File: src/rtl/uart_tx_frame_ctrl.sv
// rtl/uart_tx_frame_ctrl.sv - UART transmit frame controller (start/data/parity/stop sequencing)
module uart_tx_frame_ctrl #(
    parameter int WIDTH = 8
) (
    input  logic             CLK,
    input  logic             RST,
    input  logic [WIDTH-1:0] P_DATA,
    input  logic             DATA_VALID,
    input  logic             PAR_EN,
    input  logic             PAR_TYP,
    input  logic             ser_data,
    input  logic             ser_done,
    output logic             ser_en,
    output logic             TX_OUT,
    output logic             busy
);

    typedef enum logic [2:0] {
        IDLE   = 3'd0,
        START  = 3'd1,
        DATA   = 3'd2,
        PARITY = 3'd3,
        STOP   = 3'd4
    } state_t;

    state_t state;
    state_t next_state;

    // Frame options captured at acceptance; the parity bit is the data
    // parity folded with the parity type, so both halves are kept.
    logic data_par;
    logic par_en_q;
    logic par_typ_q;
    logic par_bit;
    logic accept;

    // A new frame is taken from IDLE or straight out of STOP (back-to-back).
    assign accept  = DATA_VALID && ((state == IDLE) || (state == STOP));
    assign par_bit = data_par ^ par_typ_q;

    // State register; reset aborts any frame in flight.
    always_ff @(posedge CLK or posedge RST) begin
        if (RST) begin
            state <= IDLE;
        end else begin
            state <= next_state;
        end
    end

    // Latch parity and options only when a frame is accepted, so mid-frame
    // input changes cannot disturb the frame being sent.
    always_ff @(posedge CLK or posedge RST) begin
        if (RST) begin
            data_par  <= 1'b0;
            par_en_q  <= 1'b0;
            par_typ_q <= 1'b0;
        end else if (accept) begin
            data_par  <= ^P_DATA;
            par_en_q  <= PAR_EN;
            par_typ_q <= PAR_TYP;
        end
    end

    // Next-state logic; ser_done is only meaningful while in DATA.
    always_comb begin
        next_state = state;
        case (state)
            IDLE:    next_state = DATA_VALID ? START : IDLE;
            START:   next_state = DATA;
            DATA:    begin
                if (ser_done) begin
                    next_state = par_en_q ? PARITY : STOP;
                end
            end
            PARITY:  next_state = STOP;
            STOP:    next_state = DATA_VALID ? START : IDLE;
            default: next_state = IDLE;
        endcase
    end

    // Output decode from the registered state (and serial data in DATA).
    always_comb begin
        ser_en = 1'b0;
        TX_OUT = 1'b1;
        busy   = 1'b1;
        case (state)
            IDLE: begin
                busy = 1'b0;
            end
            START: begin
                ser_en = 1'b1;
                TX_OUT = 1'b0;
            end
            DATA: begin
                ser_en = 1'b1;
                TX_OUT = ser_data;
            end
            PARITY: begin
                TX_OUT = par_bit;
            end
            STOP: begin
                TX_OUT = 1'b1;
            end
            default: begin
                busy = 1'b0;
            end
        endcase
    end

endmodule

File: config.mk
export PLATFORM = sky130hd
export DESIGN_NAME = uart_tx_frame_ctrl
export DESIGN_NICKNAME = d
export VERILOG_FILES = /design/src/rtl/uart_tx_frame_ctrl.sv
export SDC_FILE = /design/constraint.sdc
export NUM_CORES = 1
export LEC_CHECK = 0
export ABC_AREA = 0
export CAP_MARGIN = 20
export CORE_AREA = 2 2 39 41
export CTS_CLUSTER_DIAMETER = 150
export DETAILED_ROUTE_END_ITERATION = 12
export DIE_AREA = 0 0 41 43
export GPL_TIMING_DRIVEN = 0
export PLACE_DENSITY = 0.64
export SLEW_MARGIN = 20
export SYNTH_ARGS = -nofsm -noshare
export SYNTH_HDL_FRONTEND = slang
export SYNTH_SLANG_ARGS = --single-unit
export TNS_END_PERCENT = 1
File: constraint.sdc
create_clock -name CLK -period 2.37 [get_ports CLK]
set_input_delay 0.474 -clock CLK [delete_from_list [all_inputs] [get_ports CLK]]
set_output_delay 0.474 -clock CLK [all_outputs]
set_load 0.005 [all_outputs]
==> impl_metrics.csv <==
group,metric,value,unit
status,status,"completed",
sta,rsz0062_at_grt,"no",
sta,hold_viol,0,
worst_setup_path,cp-startpoint,"ser_data",
worst_setup_path,max_stage_delay,0.43,ns
floorplan,pin_count,18,
drt,drc,0,
synth,syn_area,369,sq um
worst_setup_path,r2r_start,"state[0]$_DFFE_PP0P_",
final_layout,fill_cells,147,
drt,postRouteWirelength,611,um
worst_setup_path,cp_slowest_cell,"clkdlybuf4s50_1",
grt,grt-ovfl-total,0,
sta,finalSetupTns,0,ns
final_layout,final_cells,74,
sta,post-route-period-util,0.931,
worst_setup_path,cp_data_arrival_time,1.73,ns
sta,finalMaxSlewViolations,0,
sta,finalSetupViolCount,0,
floorplan,core,1380,sq um
sta,tightest_slew,0.211,ns
sta,clock_skew,0.00122,ns
cts,htreeDepth,1,
placed_design,dp_cells,71,
worst_setup_path,critPathBufInv,2,
cts,cts_resized,0,
grt,grt_usage,0.0892,
final_layout,drive_gt1_frac,0.138,
placed_design,dp_hpwl,544,um
worst_setup_path,rr_endpoint,"par_typ_q$_DFFE_PP0P_",
grt,antenna_found_initial,0,
worst_setup_path,cp_cell_sequence,"clkdlybuf4s50_1, or2_2, a21o_1, clkdlybuf4s50_1",
drt,route.detailed.wl_per_inst,8.26,um
synth,syn_area_per_cell,9.71,sq um
drt,dr.pass1.iters,2,
worst_setup_path,critical_path_class,"in -> out",
drt,vias_per_cell,4.34,
grt,grt_pass1_vias,285,
floorplan,rows,14,
worst_setup_path,required,1.90,ns
synth,netlist_instances,38,
final_layout,diodes,0,
cts,cts_buffer_depth,2,
pwr,total_power,0.000579,W
cts,postCtsHoldBufs,0,
pwr,power_density,995,nW/um^2
flow_run,max_cap_violations,0,
final_layout,mostFrequentLayoutCell,"clkdlybuf4s50_1",
worst_setup_path,reg2reg_depth,3,
cts,cts.sinks,6,
cts,clk_latency,0.24,ns
synth,syn-num-nets,53,
worst_setup_path,cp-end-kind,"output pin",
worst_setup_path,crit_top_cell,"clkdlybuf4s50_1",
sta,clock.fmax,0.453,GHz
drt,vias,321,
worst_setup_path,crit_fanout,1,
final_layout,mostFrequentLayoutCells,"clkdlybuf4s50_1 (17), xnor2_1 (9), dfrtp_1 (6)",
pwr,peakVddDrop,0.000352,V
cts,cts_tree,"done",
drt,antenna_left,0,
drt,drt_iter0_markers,4,
cts,post_cts_buffers,0,
min_path,hp-class,"in -> async",
placed_design,place.port_buffers,17,
floorplan,initial_utilization,0.267,
sta,fin_crit,2.21,ns
sta,slew_headroom,0.859,
floorplan,die_x,41,um
worst_setup_path,r2r_slack,1.19,ns
synth,ys_types,15,
grt,grt_max_degree,7,
synth,ys_seq_elements,6,
synth,ys_seq_area_frac,0.407,
final_layout,area_delta_synth_final,57.6,%
cts,cts-root-buf,"clkbuf_4",
pwr,leakage,0.235,nW
worst_setup_path,path_delay_family,"buffers and inverters",
cts,cts_buffers,3,
placed_design,place.gp.congestion,0.647,
worst_setup_path,worst_setup_path_start_kind,"primary input",
grt,grt_pass1_wl,986,um
floorplan,fp.dieH,43,um
final_layout,final_nets,75,
floorplan,floorplan.die_area,1760,sq um
cts,clk_pin_slew,0.04,ns
synth,yosys_warnings,0,
==> synthesized netlist by cell type, drive strengths merged <==
library cell,number,area [sq um]
dfrtp,6,150
o21ai,2,10.0
nand2b,1,13.8
nor2,2,10.0
a21oi,5,25.0
and2,1,8.76
nor3,1,5.00
mux2,1,15.0
nand2,3,11.3
xnor2,9,78.8
inv,3,11.3
a21o,2,15.0
nand4b,1,8.76
or2,1,6.26
==> cells by family after synthesis <==
logic type,count (synthesis),share of synthesized area
muxes,1,0.0407
DFF,6,0.407
buffers and inverters,3,0.0305
and+or+nand+nor,10,0.173
AOI/OAI and AO/OA,9,0.136
xor gates and xnor gates,9,0.214
==> sequential cells by signal, indices dropped and copies added (netlist names) <==
register   flops
par_en_q       1
data_par       1
state          3
par_typ_q      1
==> worst register-to-register path: stages, from the launching register on <==
cell	delay [ns]
dfrtp_1	0.42
nor2_2	0.15
and2_4	0.19
mux2_4	0.30
==> power breakdown <==
part           internal, W  switching (W)  leakage [nW]
logic             0.000192       0.000103         0.148
registers         0.000149      0.0000467        0.0740
clock network    0.0000569      0.0000323        0.0138
total             0.000397       0.000182         0.235
==> stage by stage <==
step	hold slack (ns)	worst slack, ns	util	instance area (sq um)
floorplan	0.265	0.919	-	369
global placement	0.515	0.159	0.404	559
detailed placement	0.522	0.159	0.404	559
CTS	0.438	0.152	0.420	582
global route	0.471	0.0984	0.420	582
finish	0.437	0.163	0.420	582
==> worst max path at each step <==
stage,end,slack [ns],cells after the start
global route,TX_OUT,0.1,4
finish,TX_OUT,0.16,4
CTS,TX_OUT,0.15,4
detailed placement,TX_OUT,0.16,4
floorplan,TX_OUT,0.92,3
global placement,TX_OUT,0.16,4
==> area by class of cell <==
| cell class | instances | area, sq um | share of cell area |
|---|---|---|---|
| inverters | 3 | 11.3 | 0.0194 |
| well taps | 16 | 20.0 | 0.0344 |
| multi-input cells | 29 | 208 | 0.357 |
| flip-flops and latches | 6 | 150 | 0.258 |
| repair buffers | 17 | 170 | 0.292 |
| clock buffers | 3 | 22.5 | 0.0387 |
==> metal layers <==
layer  track usage  up-vias  share of wire
li1              -      167              -
met1        0.0897      136           0.38
met2         0.134       16           0.50
met3        0.0314        2          0.095
met4        0.0800        0          0.023
met5             0        -              0
Power figures use the tool's default switching activity.
